===== src/rtl/universal_shift_register.sv =====
// Universal shift register: parallel load, shift/rotate/ASR single steps, and an
// automated N-step sequence with a busy/done handshake (IDLE -> SHIFT -> DONE).
module universal_shift_register #(
    parameter int unsigned bit_size   = 8,
    parameter int unsigned shamt_size = 4
) (
    input  logic                  clk,
    input  logic                  rstn,
    input  logic                  load,
    input  logic [bit_size-1:0]   d,
    input  logic                  en,
    input  logic                  start,
    input  logic [2:0]            mode,
    input  logic [shamt_size-1:0] shamt,
    input  logic                  sin_l,
    input  logic                  sin_r,
    output logic [bit_size-1:0]   q,
    output logic                  sout_l,
    output logic                  sout_r,
    output logic                  busy,
    output logic                  done
);

    typedef enum logic [1:0] {
        IDLE  = 2'd0,
        SHIFT = 2'd1,
        DONE  = 2'd2
    } state_t;

    typedef enum logic [2:0] {
        OP_HOLD = 3'd0,
        OP_SHL  = 3'd1,
        OP_SHR  = 3'd2,
        OP_ROL  = 3'd3,
        OP_ROR  = 3'd4,
        OP_ASR  = 3'd5
    } op_t;

    localparam logic [shamt_size-1:0] CNT_ONE  = 1;
    localparam logic [shamt_size-1:0] CNT_ZERO = '0;

    state_t                state;
    state_t                state_next;
    op_t                   op;
    logic [shamt_size-1:0] cnt;

    // Codes 6 and 7 fall through to the default and behave as HOLD.
    function automatic logic [bit_size-1:0] step_op(
        input op_t                 sel,
        input logic [bit_size-1:0] v,
        input logic                fill_l,
        input logic                fill_r
    );
        case (sel)
            OP_SHL:  return {v[bit_size-2:0], fill_r};
            OP_SHR:  return {fill_l, v[bit_size-1:1]};
            OP_ROL:  return {v[bit_size-2:0], v[bit_size-1]};
            OP_ROR:  return {v[0], v[bit_size-1:1]};
            OP_ASR:  return {v[bit_size-1], v[bit_size-1:1]};
            default: return v;
        endcase
    endfunction

    always_ff @(posedge clk or negedge rstn) begin
        if (!rstn) begin
            state <= IDLE;
        end else begin
            state <= state_next;
        end
    end

    always_comb begin
        state_next = state;
        case (state)
            IDLE: begin
                if (!load && start) begin
                    state_next = (shamt != CNT_ZERO) ? SHIFT : DONE;
                end
            end
            SHIFT: begin
                if (cnt == CNT_ONE) begin
                    state_next = DONE;
                end
            end
            DONE:    state_next = IDLE;
            default: state_next = IDLE;
        endcase
    end

    always_comb begin
        busy = (state == SHIFT);
        done = (state == DONE);
    end

    // Datapath: the sequence latches op/cnt on start so mode/shamt are free to change mid-run.
    always_ff @(posedge clk or negedge rstn) begin
        if (!rstn) begin
            q   <= '0;
            cnt <= '0;
            op  <= OP_HOLD;
        end else begin
            case (state)
                IDLE: begin
                    if (load) begin
                        q <= d;
                    end else if (start) begin
                        if (shamt != CNT_ZERO) begin
                            op  <= op_t'(mode);
                            cnt <= shamt;
                        end
                    end else if (en) begin
                        q <= step_op(op_t'(mode), q, sin_l, sin_r);
                    end
                end
                SHIFT: begin
                    q   <= step_op(op, q, sin_l, sin_r);
                    cnt <= cnt - CNT_ONE;
                end
                default: ;
            endcase
        end
    end

    assign sout_l = q[bit_size-1];
    assign sout_r = q[0];

endmodule


===== config.mk =====
export PLATFORM = sky130hd
export DESIGN_NAME = universal_shift_register
export DESIGN_NICKNAME = d
export VERILOG_FILES = /design/src/rtl/universal_shift_register.sv
export SDC_FILE = /design/constraint.sdc
export NUM_CORES = 1
export LEC_CHECK = 0
export CORE_ASPECT_RATIO = 1.25
export CORE_UTILIZATION = 48
export CTS_CLUSTER_DIAMETER = 200
export CTS_CLUSTER_SIZE = 12
export DETAILED_ROUTE_END_ITERATION = 8
export PLACE_DENSITY = 0.8
export SYNTH_ARGS = -nofsm -noshare
export SYNTH_HDL_FRONTEND = slang
export SYNTH_SLANG_ARGS = --single-unit

===== constraint.sdc =====
create_clock -name clk -period 3.1 [get_ports clk]
set_clock_uncertainty 0.15 [all_clocks]
set_input_delay 0.93 -clock clk [delete_from_list [all_inputs] [get_ports clk]]
set_output_delay 0.93 -clock clk [all_outputs]
set_load 0.1 [all_outputs]

==> flow_summary.toml, run 1 <==
[worst_setup_path]
path_max_fanout = 22
cp.arrival_ns = 2.84
cp-start-kind = "input port"
cp-end-kind = "flop"
r2r-start = "op[2]"
crit_type = "input port to flop"
ff2ff_setup_slack_ns = 1.01
endpoint = "q[6]"
cp.required_ns = 3.13
cp-startpoint = "mode[1]"
timing.rr.end = "q[5]"
r2r_cells = 6

[synthesis]
synthCells = 212
netlist.area_leader.share = 0.253
ys.flop_type = "dfrtp_1"
synth_edf_count = 0
avgSynthCellArea_um2 = 7.94
synth-seq-cells = 17
synthesis.nets = 239
yosysTopAreaCell = "dfrtp_1"
yosys_warnings = 0
synth.area.top_cells = "dfrtp_1 25%, a21oi_1 6.8%, inv_1 3.8%"
seq_area_frac_synth = 0.253
syn-cell-area_um2 = 1680
synth.distinct_cells = 55
async_flop_share = 1.00

[power_and_ir_drop]
internal-power_mw = 1.05
switching_share = 0.586
p_switching_mw = 1.49
p_per_area_nw_per_um2 = 1210
power.share.combinational = 0.706
ir_drop_mv = 0.893
leakage_nw = 0.871
p_seq_frac = 0.225
p_clk_frac = 0.069

[final_layout]
area_growth_pct = 24.4
instances_no_fill = 281
nets = 272
nFillCells = 307
post-route-util = 0.639
drive_above_1_share = 0.164
n_antenna_cell = 0

[placement]
gp_congestion = 0.893
placed_cells = 277
port_buffers = 33
dp_hpwl_um = 3490

[drt]
wl_per_cell_um = 17.4
drcViolationCount = 0
drt_wl_total_um = 4890
vias = 1806
via_per_inst = 6.43
ant_nets = 0
dr.pass1.iters = 4
dr.max_layer_used = "met4"
drt-met1-wl_um = 2050
wl_met2_um = 2460
dr.first_iter.drc_count = 86
met3_wirelength_um = 298

[clock_tree]
cts_tree = "yes"
ctsHoldBuffers = 0
cts_resized = 0
cts_buffer_depth = 2
numCtsBuffers = 3
clk_pin_slew_ns = 0.07
postCtsSetupRepairBufs = 0
h-tree-depth = 1
cts.sinks = 17
cts_root_buffer = "clkbuf_8"
clock_latency_ns = 0.26

[sta]
setup_tns_ns = 0
rsz0062_at_grt = "false"
max_freq_ghz = 0.356
fin_crit_sh = 0.907
whs_ns = 0.420
final_max_slew_viol_count = 0
setup_viol = 0
fin_crit_ns = 2.81
worstMarginPinSlew_ns = 0.609
finalHoldViolCount = 0
slew_headroom = 0.593

[global_routing]
antenna_found_initial = 0
grt_usage = 0.296
grt_pass1_wl_um = 7980
overflow = 0
grt_pass1_vias = 1673
grt_max_degree = 23

[floorplanning]
rows = 23
die-area_um2 = 3750
die_y_um = 68.2
initial_utilization = 0.513
io_pins = 34
die-width_um = 55.0
coreArea_um2 = 3280

[flow_run]
cap_viol_max_count = 0

[hold_path]
hold_class = "flop to flop"

[outcome]
outcome = "finished clean"
[critical path, stage by stage]
cell and delay [ns]:
clkdlybuf4s50_1 0.47, inv_1 0.06, ha_1 0.32, buf_12 0.16, or3b_2 0.43, a21oi_1 0.15
o221ai_1 0.11, a31oi_1 0.19
[cell usage after synthesis (6+ instances only)]
library cell	number
o21ai_0	7
nand2_1	17
nand2b_1	6
nor2_1	6
a21oi_1	23
clkbuf_1	10
dfrtp_1	17
a31oi_1	10
inv_1	17
[power groups by stage]
stage	Sequential [mW]	Combinational, mW	Clock, mW
after floorplan	0.835	1.11	0
after global placement	0.562	1.75	0
after detailed placement	0.568	1.78	0
after CTS	0.563	1.78	0.179
after global routing	0.596	1.92	0.189
final	0.570	1.79	0.175
[metrics by stage]
step | setup slack [ns] | power (mW) | cell area [um^2]
floorplan | 0.188 | 1.95 | 1680
global placement | 0.0582 | 2.31 | 2050
detailed placement | 0.0218 | 2.35 | 2050
CTS | 0.287 | 2.52 | 2100
global route | 0.177 | 2.70 | 2100
finish | 0.288 | 2.54 | 2100
[cells by family after synthesis]
group | after synthesis | share of synthesized area
AND/OR/NAND/NOR | 68 | 0.239
flip-flops | 17 | 0.253
adder cells (fa/ha/maj) | 5 | 0.0371
multiplexers | 3 | 0.0178
buffers and inverters | 36 | 0.101
AO/OA/AOI/OAI | 83 | 0.352
[sequential cells by signal, indices dropped and copies added (netlist names)]
signal,cells
state,2
q,8
op,3
cnt,4
[layout make-up]
type / instances / area [um^2] / share of cell area
sequential: 17 / 425 / 0.203
timing repair buffer: 46 / 423 / 0.202
clock buffer: 4 / 45.0 / 0.0215
multi-input combinational: 159 / 1090 / 0.519
inverter: 18 / 67.6 / 0.0322
tap: 37 / 46.3 / 0.0221
[routing by layer]
| metal | GRT usage | vias up |
|---|---|---|
| met4 | 0.0969 | 0 |
| met5 | 0 | - |
| li1 | - | 862 |
| met3 | 0.0378 | 12 |
| met1 | 0.384 | 859 |
| met2 | 0.497 | 73 |
[layout by cell type (no fill, tap or decap), types with 3 or more instances in the layout]
cell and n:
a21oi_1 23, a22oi_1 5, a31oi_1 10, and2_1 5, buf_4 23, clkbuf_8 3
clkdlybuf4s50_1 21, dfrtp_1 17, ha_1 5, inv_1 17, mux2i_1 3, nand2_1 17
nand2b_1 6, nand3_1 4, nor2_1 6, nor2b_1 5, nor3_1 3, nor3b_1 3
o211ai_1 3, o21ai_0 7, o221ai_1 5, o22a_1 5, o311ai_0 4, or3b_2 5
[worst min-delay path by stage]
stage | slack [ns] | end | depth (start not counted) | startpoint
2_1_floorplan | 0.38 | cnt[0] | 1 | cnt[0]
3_3_place_gp | 0.41 | cnt[0] | 1 | cnt[0]
3_5_place_dp | 0.41 | cnt[0] | 1 | cnt[0]
4_1_cts | 0.43 | cnt[0] | 1 | cnt[0]
5_1_grt | 0.48 | cnt[0] | 1 | cnt[0]
6_report | 0.42 | cnt[0] | 1 | cnt[0]
Power figures use the tool's default switching activity.
==> run 2: changes to the inputs <==
==> constraint.sdc (replaced) <==
create_clock -name clk -period 3.09 [get_ports clk]
set_clock_uncertainty 0.15 [all_clocks]
set_input_delay 0.927 -clock clk [delete_from_list [all_inputs] [get_ports clk]]
set_output_delay 0.927 -clock clk [all_outputs]
set_load 0.1 [all_outputs]
==> flow_summary.toml, run 2 (synthesized netlist as in run 1, its figures left out) <==
[outcome]
outcome = "finished clean"

[final_layout]
reg.largest.list = "q x8, cnt x4, op x3"
regArea_um2 = 425
multi_input_area_um2 = 1090
most-common-layout-cells = "23 x a21oi_1, 23 x buf_4, 21 x clkdlybuf4s50_1"
area_growth_pct = 24.4
drive_above_1_share = 0.164
largest_reg_flops = 8
nets = 272
regMostFlops = "q"
n_antenna_cell = 0
nFillCells = 299

[drt]
drcViolationCount = 0
via_per_inst = 6.41
dr.pass1.iters = 4
vias = 1800
ant_nets = 0
wl_per_cell_um = 17.1
drt_wl_total_um = 4810
dr.first_iter.drc_count = 67

[clock_tree]
clk_pin_slew_ns = 0.07
ctsHoldBuffers = 0
cts_tree = "yes"
cts.sinks = 17
postCtsSetupRepairBufs = 0
h-tree-depth = 1
cts_buffer_depth = 2
numCtsBuffers = 3
cts_resized = 0
clock_latency_ns = 0.25
cts_root_buffer = "clkbuf_8"

[power_and_ir_drop]
ir_drop_mv = 0.926
p_per_area_nw_per_um2 = 1210
leakage_nw = 0.871
finalPower_mw = 2.53

[placement]
port_buffers = 33
gp_congestion = 0.893
dp_hpwl_um = 3510

[sta]
fin_crit_ns = 2.80
setup_viol = 0
max_freq_ghz = 0.357
final_max_slew_viol_count = 0
finalHoldViolCount = 0
worstMarginPinSlew_ns = 0.609
setup_tns_ns = 0
slew_headroom = 0.593
rsz0062_at_grt = "false"
fin_crit_sh = 0.906

[floorplanning]
io_pins = 34
initial_utilization = 0.513
coreArea_um2 = 3280
die_y_um = 68.2
die-width_um = 55.0
die-area_um2 = 3750
rows = 23

[worst_setup_path]
cp.arrival_ns = 2.82
path_max_fanout = 22
cp.required_ns = 3.11
cp-start-kind = "input port"
cp-end-kind = "flop"
crit_type = "input port to flop"

[global_routing]
grt_pass1_wl_um = 7910
grt_pass1_vias = 1713
grt_usage = 0.293
antenna_found_initial = 0
overflow = 0
grt_max_degree = 23

[flow_run]
cap_viol_max_count = 0

[hold_path]
hold_class = "flop to flop"
==> run 2: cell counts in the layout (fill, tap and decap cells not counted) <==
No cell type changed its count.
==> run 2: where the power goes <==
part	switching [mW]	internal, mW
registers	0.233	0.337
logic	1.17	0.627
clock network	0.0796	0.0916
total	1.48	1.06
==> run 2: layout make-up <==
| class | instances | share of cell area |
|---|---|---|
| sequential | 17 | 0.203 |
| clock buffer | 4 | 0.0215 |
| inverter | 18 | 0.0322 |
| timing repair buffer | 46 | 0.202 |
| multi-input combinational | 159 | 0.519 |
| tap | 37 | 0.0221 |
==> run 2: worst max-delay path, stage by stage <==
cell	delay [ns]
clkdlybuf4s50_1	0.47
inv_1	0.05
ha_1	0.32
buf_12	0.16
or3b_2	0.43
a21oi_1	0.15
o221ai_1	0.11
a31oi_1	0.19
==> run 2: final timing paths <==
check | to | slack [ns] | from | depth (start not counted)
worst max-delay path | q[6] | 0.29 | mode[1] | 8
worst min register to register | cnt[0] | 0.43 | cnt[0] | 1
worst min-delay path | cnt[0] | 0.43 | cnt[0] | 1
min in group asynchronous | op[2] | 0.86 | rstn | 2
max in group asynchronous | cnt[2] | 1.73 | rstn | 2
worst max register to register | q[5] | 1.02 | op[2] | 6
==> run 2: per-stage QoR <==
step / cells / hold slack [ns] / utilization / area, um^2 / worst slack (ns)
floorplan: 212 / 0.379 / - / 1680 / 0.181
global placement: 277 / 0.410 / 0.625 / 2050 / 0.0511
detailed placement: 277 / 0.415 / 0.625 / 2050 / 0.0212
CTS: 281 / 0.428 / 0.639 / 2100 / 0.288
global route: 281 / 0.485 / 0.639 / 2100 / 0.182
finish: 281 / 0.425 / 0.639 / 2100 / 0.291
==> run 2: metal layers <==
| metal | wire length, um | vias to the layer above | share of wire | GRT usage |
|---|---|---|---|---|
| met5 | 0 | - | 0 | 0 |
| met4 | 85 | 0 | 0.018 | 0.113 |
| met3 | 273 | 10 | 0.057 | 0.0378 |
| met2 | 2490 | 68 | 0.52 | 0.502 |
| met1 | 1960 | 858 | 0.41 | 0.365 |
| li1 | - | 864 | - | - |
==> run 3: changes to the inputs <==
--- a/config.mk
+++ b/config.mk
@@ -7,10 +7,10 @@
 export LEC_CHECK = 0
 export CORE_ASPECT_RATIO = 1.25
 export CORE_UTILIZATION = 48
-export CTS_CLUSTER_DIAMETER = 200
 export CTS_CLUSTER_SIZE = 12
 export DETAILED_ROUTE_END_ITERATION = 8
 export PLACE_DENSITY = 0.8
 export SYNTH_ARGS = -nofsm -noshare
 export SYNTH_HDL_FRONTEND = slang
 export SYNTH_SLANG_ARGS = --single-unit
+export TNS_END_PERCENT = 30
==> results of run 3 <==
Final layout, timing and power as in run 2 (identical DEF).
